File: config.mk
export PLATFORM = sky130hd
export DESIGN_NAME = membus_arbiter_flat
export DESIGN_NICKNAME = d
export VERILOG_FILES = /design/src/rtl/membus_arbiter_pkg.sv /design/src/rtl/membus_if.sv /design/src/rtl/membus_arb_pick.sv /design/src/rtl/membus_arbiter.sv /design/src/flat_wrapper.sv
export SDC_FILE = /design/constraint.sdc
export NUM_CORES = 1
export LEC_CHECK = 0
export BUFFER_PORTS_ARGS = -buffer_cell sky130_fd_sc_hd__buf_2
export CAP_MARGIN = 20
export CELL_PAD_IN_SITES_DETAIL_PLACEMENT = 1
export CELL_PAD_IN_SITES_GLOBAL_PLACEMENT = 1
export CORE_AREA = 2 2 124 126
export DETAILED_ROUTE_END_ITERATION = 8
export DIE_AREA = 0 0 126 128
export PLACE_DENSITY_LB_ADDON = 0.1
export SETUP_SLACK_MARGIN = 0.15
export SLEW_MARGIN = 5
export SYNTH_ARGS = -nofsm -noshare
export SYNTH_HDL_FRONTEND = slang
export SYNTH_SLANG_ARGS = --single-unit
File: constraint.sdc
create_clock -name clk -period 4.95 [get_ports clk]
set_input_delay 0.99 -clock clk [delete_from_list [all_inputs] [get_ports clk]]
set_output_delay 0.99 -clock clk [all_outputs]
set_load 0.02 [all_outputs]
File: src/rtl/membus_arbiter_pkg.sv
// Package eei: shared widths and types for the memory-bus arbiter.
//   XLEN               default address width
//   MEMBUS_DATA_WIDTH  default data width (multiple of 8)
//   MEMBUS_ARB_NMST    number of requesters behind the arbiter
//   membus_arb_state_t arbiter FSM states
//   membus_arb_id_t    requester index (0 = instruction fetch, 1 = load/store)
package eei;

  localparam int unsigned XLEN              = 32;
  localparam int unsigned MEMBUS_DATA_WIDTH = 32;
  localparam int unsigned MEMBUS_ARB_NMST   = 2;

  typedef enum logic [1:0] {
    IDLE      = 2'd0,
    HOLD      = 2'd1,
    WAIT_RESP = 2'd2
  } membus_arb_state_t;

  typedef logic membus_arb_id_t;

endpackage

File: src/rtl/membus_if.sv
// Membus: single-outstanding request/response memory bus.
//   valid/ready  request handshake (requester -> memory)
//   addr/wen/wdata/wmask request payload
//   rvalid/rdata response, one per accepted request
// Modports: master drives the request, slave drives ready and the response.
interface Membus #(
  parameter int unsigned DATA_WIDTH = eei::MEMBUS_DATA_WIDTH,
  parameter int unsigned ADDR_WIDTH = eei::XLEN
);

  logic                    valid;
  logic                    ready;
  logic [ADDR_WIDTH-1:0]   addr;
  logic                    wen;
  logic [DATA_WIDTH-1:0]   wdata;
  logic [DATA_WIDTH/8-1:0] wmask;
  logic                    rvalid;
  logic [DATA_WIDTH-1:0]   rdata;

  modport master (
    output valid, addr, wen, wdata, wmask,
    input  ready, rvalid, rdata
  );

  modport slave (
    input  valid, addr, wen, wdata, wmask,
    output ready, rvalid, rdata
  );

endinterface

File: src/rtl/membus_arb_pick.sv
// membus_arb_pick: combinational winner selection for the memory-bus arbiter.
//   i_valid[1:0]  request valid per requester (bit 1 = load/store)
//   i_last_owner  requester granted on the most recent acceptance
//   o_winner      index of the requester to grant
// Build option MEMBUS_ARB_RR_EN: on a tie the requester that was not granted
// last wins; otherwise load/store always beats instruction fetch.
module membus_arb_pick
  import eei::*;
(
  input  logic [MEMBUS_ARB_NMST-1:0] i_valid,
  input  membus_arb_id_t             i_last_owner,
  output membus_arb_id_t             o_winner
);

`ifdef MEMBUS_ARB_RR_EN
  always_comb begin
    o_winner = 1'b0;
    unique case (i_valid)
      2'b01:   o_winner = 1'b0;
      2'b10:   o_winner = 1'b1;
      2'b11:   o_winner = ~i_last_owner;
      default: o_winner = 1'b0;
    endcase
  end
`else
  // last_owner is only consulted by the round-robin build.
  logic w_unused_last_owner;
  assign w_unused_last_owner = i_last_owner;

  always_comb begin
    o_winner = 1'b0;
    unique case (i_valid)
      2'b01:   o_winner = 1'b0;
      2'b10:   o_winner = 1'b1;
      2'b11:   o_winner = 1'b1;
      default: o_winner = 1'b0;
    endcase
  end
`endif

endmodule

File: src/rtl/membus_arbiter.sv
// membus_arbiter: shares one downstream Membus between an instruction-fetch
// requester (index 0) and a load/store requester (index 1), one outstanding
// transaction at a time. Request path and response path are combinational.
//   clk           clock, all state on rising edge
//   rst_n         synchronous active-low reset
//   i_mst         instruction-fetch requester (Membus.slave)
//   d_mst         load/store requester (Membus.slave)
//   s_bus         shared memory (Membus.master)
//   busy          high whenever the FSM is not in IDLE
//   err_spurious  sticky: a response arrived with nothing outstanding
// Build option MEMBUS_ARB_RR_EN selects round-robin tie-break (see membus_arb_pick).
//
// state     | meaning
// IDLE      | no grant held; arbitrate among valid requesters (skipped for one
//           | bubble cycle right after a response)
// HOLD      | grant locked to owner, waiting for s_bus.ready
// WAIT_RESP | request accepted, waiting for s_bus.rvalid
module membus_arbiter
  import eei::*;
#(
  parameter int unsigned DATA_WIDTH = MEMBUS_DATA_WIDTH,
  parameter int unsigned ADDR_WIDTH = XLEN
) (
  input  logic  clk,
  input  logic  rst_n,
  Membus.slave  i_mst,
  Membus.slave  d_mst,
  Membus.master s_bus,
  output logic  busy,
  output logic  err_spurious
);

  localparam int unsigned MASK_WIDTH = DATA_WIDTH / 8;

  membus_arb_state_t r_state;
  membus_arb_state_t w_next_state;
  membus_arb_id_t    r_owner;
  membus_arb_id_t    r_last_owner;
  membus_arb_id_t    w_winner;
  membus_arb_id_t    w_sel;
  logic              r_bubble;
  logic              r_err;

  logic [MEMBUS_ARB_NMST-1:0] w_valid;
  logic                       w_drive;
  logic                       w_accept;
  logic                       w_resp;
  logic                       w_spurious;

  logic                  w_req_valid;
  logic                  w_req_wen;
  logic [ADDR_WIDTH-1:0] w_req_addr;
  logic [DATA_WIDTH-1:0] w_req_wdata;
  logic [MASK_WIDTH-1:0] w_req_wmask;

  assign w_valid = {d_mst.valid, i_mst.valid};

  membus_arb_pick u_pick (
    .i_valid      (w_valid),
    .i_last_owner (r_last_owner),
    .o_winner     (w_winner)
  );

  // Once a request is presented but not accepted the grant is frozen.
  assign w_sel = (r_state == HOLD) ? r_owner : w_winner;

  assign w_req_valid = w_sel ? d_mst.valid : i_mst.valid;
  assign w_req_wen   = w_sel ? d_mst.wen   : i_mst.wen;
  assign w_req_addr  = w_sel ? d_mst.addr  : i_mst.addr;
  assign w_req_wdata = w_sel ? d_mst.wdata : i_mst.wdata;
  assign w_req_wmask = w_sel ? d_mst.wmask : i_mst.wmask;

  always_comb begin
    w_next_state = r_state;
    w_drive      = 1'b0;
    w_accept     = 1'b0;
    w_resp       = 1'b0;
    w_spurious   = 1'b0;

    if (rst_n) begin
      unique case (r_state)
        IDLE: begin
          w_spurious = s_bus.rvalid;
          if (!r_bubble && (w_valid != '0)) begin
            w_drive      = 1'b1;
            w_accept     = s_bus.ready;
            w_next_state = s_bus.ready ? WAIT_RESP : HOLD;
          end
        end
        HOLD: begin
          w_spurious = s_bus.rvalid;
          w_drive    = 1'b1;
          w_accept   = w_req_valid & s_bus.ready;
          if (w_accept) w_next_state = WAIT_RESP;
        end
        WAIT_RESP: begin
          w_resp = s_bus.rvalid;
          if (w_resp) w_next_state = IDLE;
        end
        default: w_next_state = IDLE;
      endcase
    end

    // Everything below is forced to zero while in reset via w_drive/w_resp.
    s_bus.valid  = w_drive & w_req_valid;
    s_bus.wen    = w_drive & w_req_wen;
    s_bus.addr   = w_drive ? w_req_addr  : '0;
    s_bus.wdata  = w_drive ? w_req_wdata : '0;
    s_bus.wmask  = w_drive ? w_req_wmask : '0;

    i_mst.ready  = w_drive & w_req_valid & s_bus.ready & (w_sel == 1'b0);
    d_mst.ready  = w_drive & w_req_valid & s_bus.ready & (w_sel == 1'b1);

    i_mst.rvalid = w_resp & (r_owner == 1'b0);
    d_mst.rvalid = w_resp & (r_owner == 1'b1);
  end

  always_ff @(posedge clk) begin
    if (!rst_n) begin
      r_state      <= IDLE;
      r_owner      <= 1'b0;
      r_last_owner <= 1'b0;
      r_bubble     <= 1'b0;
      r_err        <= 1'b0;
    end else begin
      r_state <= w_next_state;
      if ((r_state == IDLE) && w_drive) r_owner <= w_sel;
      if (w_accept) r_last_owner <= w_sel;
      // One idle cycle after every response before a new grant.
      r_bubble <= w_resp;
      if (w_spurious) r_err <= 1'b1;
    end
  end

  assign i_mst.rdata  = s_bus.rdata;
  assign d_mst.rdata  = s_bus.rdata;
  assign busy         = (r_state != IDLE);
  assign err_spurious = r_err;

endmodule

File: src/flat_wrapper.sv
// flat-port wrapper written by rule: the top's interface ports become plain ports
module membus_arbiter_flat import eei::*;
#(
  parameter int unsigned DATA_WIDTH = MEMBUS_DATA_WIDTH,
  parameter int unsigned ADDR_WIDTH = XLEN
)
  (clk, rst_n, busy, err_spurious, i_mst_valid, i_mst_addr, i_mst_wen, i_mst_wdata, i_mst_wmask, i_mst_ready, i_mst_rvalid, i_mst_rdata, d_mst_valid, d_mst_addr, d_mst_wen, d_mst_wdata, d_mst_wmask, d_mst_ready, d_mst_rvalid, d_mst_rdata, s_bus_valid, s_bus_addr, s_bus_wen, s_bus_wdata, s_bus_wmask, s_bus_ready, s_bus_rvalid, s_bus_rdata);
  Membus #(.DATA_WIDTH(DATA_WIDTH), .ADDR_WIDTH(ADDR_WIDTH)) i_mst_i ();
  Membus #(.DATA_WIDTH(DATA_WIDTH), .ADDR_WIDTH(ADDR_WIDTH)) d_mst_i ();
  Membus #(.DATA_WIDTH(DATA_WIDTH), .ADDR_WIDTH(ADDR_WIDTH)) s_bus_i ();
  input  logic clk;
  input  logic rst_n;
  output logic busy;
  output logic err_spurious;
  input wire logic [$bits(i_mst_i.valid)-1:0] i_mst_valid;
  input wire logic [$bits(i_mst_i.addr)-1:0] i_mst_addr;
  input wire logic [$bits(i_mst_i.wen)-1:0] i_mst_wen;
  input wire logic [$bits(i_mst_i.wdata)-1:0] i_mst_wdata;
  input wire logic [$bits(i_mst_i.wmask)-1:0] i_mst_wmask;
  output wire logic [$bits(i_mst_i.ready)-1:0] i_mst_ready;
  output wire logic [$bits(i_mst_i.rvalid)-1:0] i_mst_rvalid;
  output wire logic [$bits(i_mst_i.rdata)-1:0] i_mst_rdata;
  input wire logic [$bits(d_mst_i.valid)-1:0] d_mst_valid;
  input wire logic [$bits(d_mst_i.addr)-1:0] d_mst_addr;
  input wire logic [$bits(d_mst_i.wen)-1:0] d_mst_wen;
  input wire logic [$bits(d_mst_i.wdata)-1:0] d_mst_wdata;
  input wire logic [$bits(d_mst_i.wmask)-1:0] d_mst_wmask;
  output wire logic [$bits(d_mst_i.ready)-1:0] d_mst_ready;
  output wire logic [$bits(d_mst_i.rvalid)-1:0] d_mst_rvalid;
  output wire logic [$bits(d_mst_i.rdata)-1:0] d_mst_rdata;
  output wire logic [$bits(s_bus_i.valid)-1:0] s_bus_valid;
  output wire logic [$bits(s_bus_i.addr)-1:0] s_bus_addr;
  output wire logic [$bits(s_bus_i.wen)-1:0] s_bus_wen;
  output wire logic [$bits(s_bus_i.wdata)-1:0] s_bus_wdata;
  output wire logic [$bits(s_bus_i.wmask)-1:0] s_bus_wmask;
  input wire logic [$bits(s_bus_i.ready)-1:0] s_bus_ready;
  input wire logic [$bits(s_bus_i.rvalid)-1:0] s_bus_rvalid;
  input wire logic [$bits(s_bus_i.rdata)-1:0] s_bus_rdata;
  assign i_mst_i.valid = i_mst_valid;
  assign i_mst_i.addr = i_mst_addr;
  assign i_mst_i.wen = i_mst_wen;
  assign i_mst_i.wdata = i_mst_wdata;
  assign i_mst_i.wmask = i_mst_wmask;
  assign i_mst_ready = i_mst_i.ready;
  assign i_mst_rvalid = i_mst_i.rvalid;
  assign i_mst_rdata = i_mst_i.rdata;
  assign d_mst_i.valid = d_mst_valid;
  assign d_mst_i.addr = d_mst_addr;
  assign d_mst_i.wen = d_mst_wen;
  assign d_mst_i.wdata = d_mst_wdata;
  assign d_mst_i.wmask = d_mst_wmask;
  assign d_mst_ready = d_mst_i.ready;
  assign d_mst_rvalid = d_mst_i.rvalid;
  assign d_mst_rdata = d_mst_i.rdata;
  assign s_bus_valid = s_bus_i.valid;
  assign s_bus_addr = s_bus_i.addr;
  assign s_bus_wen = s_bus_i.wen;
  assign s_bus_wdata = s_bus_i.wdata;
  assign s_bus_wmask = s_bus_i.wmask;
  assign s_bus_i.ready = s_bus_ready;
  assign s_bus_i.rvalid = s_bus_rvalid;
  assign s_bus_i.rdata = s_bus_rdata;
  membus_arbiter #(.DATA_WIDTH(DATA_WIDTH), .ADDR_WIDTH(ADDR_WIDTH)) u_core (.clk(clk), .rst_n(rst_n), .i_mst(i_mst_i), .d_mst(d_mst_i), .s_bus(s_bus_i), .busy(busy), .err_spurious(err_spurious));
endmodule
==> impl_metrics.py, run 1 <==
metrics = {
    "timing": {
        "worstMarginPinSlew_ns": 0.843,
        "fin_crit_sh_pct": 72.3,
        "finalSetupTns_ns": 0,
        "clock_skew_ns": 0.000517,
        "max_slew_margin_pct": 43.6,
        "fmax_ghz": 0.279,
        "timing.final.max_slew_violations": 0,
        "finalHoldViolations": 0,
        "min_period_ns": 3.58,
        "finalSetupViolCount": 0,
        "rsz0062_at_grt": "no",
    },
    "worst_setup_path": {
        "critPathKind": "in2out",
        "end_kind": "output port",
        "r2r_start": "u_core.r_owner",
        "r2r_end": "u_core.r_state[0]",
        "crit_path_start_kind": "input port",
        "r2r_cells": 4,
        "r2r_setup_slack_ns": 3.63,
        "cp.required_ns": 3.96,
        "worstPathArrival_ns": 2.59,
        "critPathMaxFanout": 33,
    },
    "run_status": {
        "status": "complete, no violations",
    },
    "pwr": {
        "finalPower_mw": 0.618,
        "p_leak_nw": 1.54,
        "pwr_density_cell_nw_per_um2": 233,
        "irDropWorstVdd_v": 0.0000708,
    },
    "worst_hold_path": {
        "hold_path_depth": 1,
        "hold_end": "u_core.err_spurious",
        "min-delay-path-class": "reg2reg",
        "hold_start": "u_core.err_spurious",
    },
    "detailed_routing": {
        "first_pass_iters": 4,
        "remaining_drc_errors": 0,
        "drt-wirelength-per-cell_um": 13.4,
        "routed_wl_um": 8880,
        "drt_first_iter_violations": 52,
        "vias": 2550,
        "ant_nets": 0,
        "post_drt_via_cell_ratio": 3.86,
    },
    "cts": {
        "postCtsSetupBuffers": 0,
        "numCtsBuffers": 3,
        "cts_root_buf": "clkbuf_16",
        "cts_tree": "yes",
        "clk_pin_slew_ns": 0.03,
        "cts_resized": 0,
        "cts.sinks": 5,
        "postCtsHoldBufs": 0,
        "cts.htree.levels": 1,
        "clk_latency_ns": 0.23,
        "clk_path_buf_depth": 2,
    },
    "place": {
        "portBuffers": 219,
        "globalplace.congestion": 0.709,
        "dp_hpwl_um": 6920,
        "dp_cells": 656,
    },
    "synthesis": {
        "synth_cells": 331,
        "synth_cell_types": 26,
        "postSynthAreaPerCell_sq_um": 5.51,
        "syn-num-nets": 507,
        "syn_area_sq_um": 1820,
        "yosysTopAreaCell": "nand2_1",
        "post-synth-top-count-cell": "nand2_1",
        "yosysSeqAreaShare_pct": 5.49,
        "synth_top_cell_area_share_pct": 28.8,
        "async_flop_share_pct": 0,
        "synthFlopType": "dfxtp_1",
        "synth_area_leaders": "nand2_1, buf_4, a21oi_1",
        "yosys-top-cells-count": "nand2_1, a21oi_1, buf_4, buf_2, buf_6",
        "yosysWarnings": 0,
        "synth-edff-count": 0,
        "ys_ff_latch": 5,
    },
    "floorplanning": {
        "io_pins": 316,
        "die_h_um": 128,
        "coreArea_sq_um": 14900,
        "fp.dieW_um": 126,
        "die_area_sq_um": 16100,
        "start_util_pct": 12.3,
        "rows": 45,
    },
    "final_layout": {
        "drive_gt1_share_pct": 49.6,
        "final_cells": 660,
        "area_growth_pct": 45.2,
        "nFillCells": 1964,
        "antenna_cells": 0,
        "fin_nets": 649,
    },
    "global_routing": {
        "grt_first_pass_wirelength_um": 13600,
        "grt_overflow": 0,
        "track_usage_pct": 10.3,
        "grt_use_met3_pct": 3.13,
        "antenna_found_initial": 0,
        "grt_util_met2_pct": 18.9,
        "grt_max_degree": 71,
        "met1_usage_pct": 11.6,
        "grt_pass1_vias": 2628,
        "grt-busiest-layer": "met2",
    },
    "run": {
        "drv_cap": 0,
    },
}
==> state kept, by name, summed over array words and instances, names as in the netlist <==
name	count
u_core.r_state	2
u_core.r_bubble	1
u_core.err_spurious	1
u_core.r_owner	1
==> worst max-delay path: stages <==
cell and delay [ns]:
buf_2 0.14, nor2_1 0.13, nor2_1 0.09, o21ai_4 0.66
buf_12 0.29, a21oi_1 0.09, buf_2 0.17
==> how the worst max path moves through the flow <==
stage | from | to | slack (ns) | cells after the start
after floorplan | i_mst_valid | s_bus_addr[31] | 2.09 | 5
after global placement | d_mst_valid | s_bus_wdata[21] | 1.33 | 7
after detailed placement | d_mst_valid | s_bus_wdata[17] | 1.28 | 7
after CTS | d_mst_valid | s_bus_wdata[17] | 1.27 | 7
after global routing | d_mst_valid | d_mst_ready | 1.12 | 7
final | d_mst_valid | s_bus_wdata[17] | 1.37 | 7
==> kinds of logic (layout without fill, tap and decap cells) <==
| family | count (synthesis) | count (layout) | synth area share (%) |
|---|---|---|---|
| flops | 5 | 5 | 5.49 |
| simple gates | 158 | 158 | 34.6 |
| compound gates | 78 | 78 | 22.2 |
| mux | 3 | 3 | 2.67 |
| buf+inv | 87 | 228 | 35.0 |
==> placed cells by master (no fill, tap or decap), drive strengths merged, types with 2 or more instances in the layout <==
cell type  count
clkbuf         4
dfxtp          5
mux2           2
a21oi         71
nor2b          2
inv            2
buf          222
nor3           5
o21ai          3
nand2        141
nor2           6
==> report_power, final <==
| part | internal [mW] | total, mW | leakage (nW) | switching [mW] |
|---|---|---|---|---|
| combinational | 0.153 | 0.426 | 1.46 | 0.273 |
| clock | 0.107 | 0.134 | 0.0382 | 0.0276 |
| sequential | 0.0464 | 0.0572 | 0.0413 | 0.0108 |
==> cell type report <==
| type | count | area [sq um] | share of cell area (%) |
|---|---|---|---|
| inverters | 2 | 7.51 | 0.283 |
| clock buffers | 4 | 78.8 | 2.98 |
| repair buffers | 222 | 1130 | 42.7 |
| flip-flops and latches | 5 | 100 | 3.78 |
| multi-input cells | 239 | 1100 | 41.4 |
| well taps | 188 | 235 | 8.88 |
==> metal layers <==
| layer | vias to the layer above | part of all wire (%) |
|---|---|---|
| met1 | 1119 | 38 |
| met3 | 21 | 9.1 |
| li1 | 1281 | - |
| met2 | 129 | 51 |
| met5 | - | 0 |
| met4 | 0 | 1.8 |
==> per-stage QoR <==
step / util (%) / setup slack [ns] / area (sq um) / hold WS [ns]
floorplan: - / 2.09 / 1820 / 0.566
global placement: 17.3 / 1.33 / 2570 / 0.446
detailed placement: 17.3 / 1.28 / 2570 / 0.457
CTS: 17.8 / 1.27 / 2650 / 0.466
global route: 17.8 / 1.12 / 2650 / 0.502
finish: 17.8 / 1.37 / 2650 / 0.463
(Power assumes the default switching activity.)
==> run 2, diff against run 1 <==
--- a/config.mk
+++ b/config.mk
@@ -9,9 +9,9 @@
 export CAP_MARGIN = 20
 export CELL_PAD_IN_SITES_DETAIL_PLACEMENT = 1
 export CELL_PAD_IN_SITES_GLOBAL_PLACEMENT = 1
-export CORE_AREA = 2 2 124 126
+export CORE_MARGIN = 2
+export CORE_UTILIZATION = 13
 export DETAILED_ROUTE_END_ITERATION = 8
-export DIE_AREA = 0 0 126 128
 export PLACE_DENSITY_LB_ADDON = 0.1
 export SETUP_SLACK_MARGIN = 0.15
 export SLEW_MARGIN = 5
==> constraint.sdc (replaced) <==
create_clock -name clk -period 3.2 [get_ports clk]
set_input_delay 0.64 -clock clk [delete_from_list [all_inputs] [get_ports clk]]
set_output_delay 0.64 -clock clk [all_outputs]
set_load 0.02 [all_outputs]
==> impl_metrics.py, run 2 (synthesis gave the netlist of run 1 again) <==
metrics = {
    "worst_setup_path": {
        "crit_slowest_cell": "mux2i_4",
        "end_kind": "output port",
        "critPathMaxFanout": 28,
        "crit_buf_inv": 2,
        "worstPathArrival_ns": 2.11,
        "r2r_start": "u_core.r_owner",
        "cpPeakStageDelay_ns": 0.52,
        "critPathKind": "reg2out",
        "crit_chain": "nand2b_4 > mux2i_4 > buf_12 > nand2_1 > a21oi_1 > buf_2",
        "crit_path_start_kind": "flop",
        "cp.required_ns": 2.56,
        "startpoint": "u_core.r_state[1]",
        "path_delay_family": "multiplexers",
    },
    "final_layout": {
        "fin_nets": 652,
        "fin_area_sq_um": 2700,
        "antenna_cells": 0,
        "area_growth_pct": 47.9,
        "drive_gt1_share_pct": 49.9,
        "mostFrequentLayoutCell": "buf_2",
        "layout_common_cells": "buf_2, nand2_1, a21oi_1",
        "largest_reg_flops": 2,
        "top_register": "u_core.r_state",
        "final_cells": 655,
    },
    "pwr": {
        "irDropWorstVdd_v": 0.000243,
        "switching_share_pct": 49.4,
        "pwr_density_cell_nw_per_um2": 360,
        "seq_power_share_pct": 9.0,
        "p_clk_share_pct": 21.0,
        "comb_power_share_pct": 70.0,
        "p_leak_nw": 1.57,
        "internal-power_mw": 0.493,
        "switching_power_mw": 0.480,
    },
    "detailed_routing": {
        "vias": 2572,
        "ant_nets": 0,
        "first_pass_iters": 4,
        "drt_first_iter_violations": 82,
        "remaining_drc_errors": 0,
        "routed_wl_um": 9190,
        "post_drt_via_cell_ratio": 3.93,
        "drt-wirelength-per-cell_um": 14.0,
    },
    "floorplanning": {
        "start_util_pct": 13.2,
        "fp.dieW_um": 122,
        "die_area_sq_um": 15000,
        "io_pins": 316,
        "coreArea_sq_um": 13800,
        "rows": 43,
        "die_h_um": 122,
    },
    "timing": {
        "min_period_ns": 2.75,
        "clock_skew_ns": 0.00154,
        "worstMarginPinSlew_ns": 0.544,
        "finalSetupTns_ns": 0,
        "rsz0062_at_grt": "no",
        "max_slew_margin_pct": 63.0,
        "finalSetupViolCount": 0,
        "finalHoldViolations": 0,
        "fmax_ghz": 0.364,
        "timing.final.max_slew_violations": 0,
        "fin_crit_sh_pct": 85.9,
    },
    "cts": {
        "cts_root_buf": "clkbuf_16",
        "cts.htree.levels": 1,
        "cts.sinks": 5,
        "clk_path_buf_depth": 2,
        "cts_resized": 0,
        "postCtsSetupBuffers": 0,
        "postCtsHoldBufs": 0,
        "clk_pin_slew_ns": 0.03,
        "clk_latency_ns": 0.23,
        "cts_tree": "yes",
        "numCtsBuffers": 3,
    },
    "global_routing": {
        "grt_overflow": 0,
        "track_usage_pct": 10.8,
        "grt_first_pass_wirelength_um": 13000,
        "antenna_found_initial": 0,
        "grt_pass1_vias": 2578,
        "grt_max_degree": 43,
    },
    "run_status": {
        "status": "complete, no violations",
    },
    "place": {
        "globalplace.congestion": 0.707,
        "dp_hpwl_um": 7510,
        "dp_cells": 651,
        "portBuffers": 219,
        "dpl_cell_area_sq_um": 2620,
    },
    "worst_hold_path": {
        "hold_start": "u_core.err_spurious",
        "min-delay-path-class": "reg2reg",
    },
    "run": {
        "drv_cap": 0,
    },
}
[run 2: cell count changes in the layout (fill, tap and decap cells not counted), sizes merged]
cell and change:
buf +3
[run 2: path summary, 6_finish.rpt]
kind                                       endpoint  slack [ns]  cells past startpoint
worst max-delay path                 s_bus_addr[16]        0.45                      6
worst max register to register    u_core.r_state[0]        1.92                      4
worst min-delay path            u_core.err_spurious        0.46                      1
worst min register to register  u_core.err_spurious        0.46                      1
[run 2: through the flow]
step                      power [mW]  worst slack (ns)  hold WS (ns)  utilization [%]
after detailed placement       0.782             0.587         0.465             19.0
after CTS                      0.993             0.419         0.473             19.6
final                          0.973             0.451         0.463             19.6
after global routing            1.05             0.300         0.494             19.6
after global placement         0.783             0.589         0.449             19.0
after floorplan                0.630              1.04         0.566                -
[run 2: final cells by class]
class,count,area [sq um]
multi-input combinational,239,1100
timing repair buffer,225,1190
inverter,2,7.51
sequential,5,100
fill,1828,11100
clock buffer,4,78.8
tap,180,225
[run 2: power by group through the flow]
| stage | clock (mW) | combinational, mW | sequential (mW) |
|---|---|---|---|
| after CTS | 0.209 | 0.695 | 0.0884 |
| after detailed placement | 0 | 0.692 | 0.0894 |
| after global routing | 0.212 | 0.753 | 0.0895 |
| final | 0.204 | 0.681 | 0.0879 |
| after global placement | 0 | 0.693 | 0.0894 |
| after floorplan | 0 | 0.545 | 0.0856 |
[run 2: layer usage]
metal | wire length (um) | GRT usage [%] | part of all wire, % | up-vias
met5 | 0 | 0 | 0 | -
met4 | 220 | 3.23 | 2.4 | 0
met3 | 1040 | 3.53 | 11 | 25
met2 | 4600 | 19.7 | 50 | 149
met1 | 3320 | 11.7 | 36 | 1113
li1 | - | - | - | 1285
==> run 3, diff against run 2 <==
--- a/config.mk
+++ b/config.mk
@@ -5,12 +5,13 @@
 export SDC_FILE = /design/constraint.sdc
 export NUM_CORES = 1
 export LEC_CHECK = 0
+export ABC_AREA = 1
 export BUFFER_PORTS_ARGS = -buffer_cell sky130_fd_sc_hd__buf_2
 export CAP_MARGIN = 20
 export CELL_PAD_IN_SITES_DETAIL_PLACEMENT = 1
 export CELL_PAD_IN_SITES_GLOBAL_PLACEMENT = 1
 export CORE_MARGIN = 2
-export CORE_UTILIZATION = 13
+export CORE_UTILIZATION = 16
 export DETAILED_ROUTE_END_ITERATION = 8
 export PLACE_DENSITY_LB_ADDON = 0.1
 export SETUP_SLACK_MARGIN = 0.15
==> impl_metrics.py, run 3 <==
metrics = {
    "cts": {
        "cts_root_buf": "clkbuf_16",
        "postCtsHoldBufs": 0,
        "cts.sinks": 5,
        "clk_pin_slew_ns": 0.03,
        "postCtsSetupBuffers": 0,
        "cts_tree": "yes",
        "cts.htree.levels": 1,
        "clk_latency_ns": 0.23,
        "cts_resized": 0,
        "numCtsBuffers": 3,
        "clk_path_buf_depth": 2,
    },
    "timing": {
        "max_slew_margin_pct": 72.0,
        "fmax_ghz": 0.377,
        "min_period_ns": 2.65,
        "rsz0062_at_grt": "no",
        "clock_skew_ns": 0.00110,
        "fin_ws_ns": 0.547,
        "whs_ns": 0.473,
        "finalHoldViolations": 0,
        "fin_crit_sh_pct": 82.9,
        "timing.final.max_slew_violations": 0,
        "finalSetupTns_ns": 0,
        "worstMarginPinSlew_ns": 0.419,
        "finalSetupViolCount": 0,
    },
    "final_layout": {
        "nFillCells": 1799,
        "mostFrequentLayoutCell": "buf_2",
        "top_register": "u_core.r_state",
        "largest_reg_flops": 2,
        "layout_common_cells": "buf_2, nand2_1, a21oi_2",
        "post-route-util_pct": 21.8,
        "fin_nets": 666,
        "drive_gt1_share_pct": 71.6,
        "area_growth_pct": 32.8,
        "regArea_sq_um": 100,
        "antenna_cells": 0,
        "final_cells": 669,
        "multi_input_area_sq_um": 1430,
    },
    "worst_setup_path": {
        "path_delay_family": "simple AND/OR/NAND/NOR gates",
        "end_kind": "output port",
        "crit_chain": "inv_2 > nand3_1 > and2_4 > clkinv_8 > nand2_1 > a21oi_2 > buf_2",
        "cpPeakStageDelay_ns": 0.44,
        "r2r_setup_slack_ns": 1.50,
        "critPathKind": "reg2out",
        "crit_path_start_kind": "flop",
        "critPathMaxFanout": 71,
        "worstPathArrival_ns": 2.01,
        "crit_buf_inv": 3,
        "crit_slowest_cell": "dfxtp_1",
        "cp.required_ns": 2.56,
    },
    "pwr": {
        "p_leak_nw": 1.60,
        "irDropWorstVdd_v": 0.000275,
        "pwr_density_cell_nw_per_um2": 319,
    },
    "detailed_routing": {
        "remaining_drc_errors": 0,
        "drt-wirelength-per-cell_um": 13.9,
        "drt_first_iter_violations": 57,
        "post_drt_via_cell_ratio": 3.98,
        "first_pass_iters": 4,
        "vias": 2664,
        "routed_wl_um": 9330,
        "ant_nets": 0,
    },
    "synthesis": {
        "synthFlopType": "dfxtp_1",
        "post-synth-top-count-cell": "nand2_1",
        "synth_cells": 347,
        "postSynthAreaPerCell_sq_um": 6.56,
        "synth-edff-count": 0,
        "synth_area_leaders": "a21oi_2, buf_4, nand2_1",
        "async_flop_share_pct": 0,
        "yosysTopAreaCell": "a21oi_2",
        "yosys-top-cells-count": "nand2_1, a21oi_2, buf_4, nand2_2, buf_2",
        "yosysSeqAreaShare_pct": 4.40,
        "synth_top_cell_area_share_pct": 26.2,
        "syn-num-nets": 523,
        "syn_area_sq_um": 2280,
        "ys_ff_latch": 5,
        "synth_cell_types": 21,
        "yosysWarnings": 0,
    },
    "floorplanning": {
        "start_util_pct": 16.4,
        "io_pins": 316,
        "fp.dieW_um": 123,
        "coreArea_sq_um": 13900,
        "die_area_sq_um": 15200,
        "die_h_um": 123,
        "rows": 43,
    },
    "global_routing": {
        "grt_overflow": 0,
        "grt_first_pass_wirelength_um": 13700,
        "grt_pass1_vias": 2770,
        "track_usage_pct": 11.2,
        "grt_max_degree": 72,
        "antenna_found_initial": 0,
    },
    "worst_hold_path": {
        "min-delay-path-class": "reg2reg",
    },
    "place": {
        "globalplace.congestion": 0.764,
        "dp_cells": 665,
        "portBuffers": 219,
        "place_ws_ns": 0.545,
        "dp_hpwl_um": 7510,
    },
    "run": {
        "drv_cap": 0,
    },
    "run_status": {
        "status": "complete, no violations",
    },
}
==> run 3: cell count changes after synthesis, moves of 3 or more <==
cell	before	now
a21oi_2	1	68
a21oi_1	70	4
nand2_2	1	50
nand2_1	140	102
buf_12	0	6
nand3_1	0	5
buf_6	7	3
inv_1	2	6
nor2_1	6	10
nor3_1	4	1
==> run 3: routing by layer <==
layer	track usage (%)	share of wire, %
met4	1.92	1.2
met3	2.35	9.0
met2	23.1	55
met1	11.4	35
met5	0	0
==> run 3: final timing paths <==
check	from	to	depth (start not counted)
setup / recovery	u_core.r_state[1]	s_bus_addr[16]	7
hold / removal	u_core.err_spurious	u_core.err_spurious	2
setup reg to reg	u_core.r_state[1]	u_core.r_owner	6
hold reg to reg	u_core.err_spurious	u_core.err_spurious	2
==> run 3: area by class of cell <==
| type | count | share of cell area, % |
|---|---|---|
| clock buffer | 4 | 2.61 |
| inverter | 9 | 1.57 |
| multi-input combinational | 247 | 47.2 |
| sequential | 5 | 3.31 |
| tap | 180 | 7.45 |
| timing repair buffer | 224 | 37.9 |
==> run 3: where the power goes <==
group          total (mW)  internal [mW]  switching [mW]  leakage (nW)
clock network       0.207          0.165          0.0413        0.0382
registers          0.0784         0.0700         0.00840        0.0412
logic               0.680          0.236           0.444          1.52
==> run 3: through the flow <==
stage,power (mW),area [sq um]
finish,0.965,3020
global route,1.05,3020
CTS,0.991,3020
detailed placement,0.780,2950
global placement,0.770,2950
floorplan,0.682,2280
==> run 3: cell families (layout without fill, tap and decap cells) <==
| group | count (synthesis) | count (layout) | share of synthesized area (%) |
|---|---|---|---|
| AND/OR/NAND/NOR | 173 | 173 | 35.1 |
| buffers and inverters | 95 | 237 | 33.0 |
| flip-flops | 5 | 5 | 4.40 |
| AO/OA/AOI/OAI | 74 | 74 | 27.6 |
==> run 3: tightest hold or removal path: cells and delay by family (launching register included) <==
kind	cells	cell delay [ns]
simple gates	1	0.08
compound gates	1	0.04
flops	1	0.31
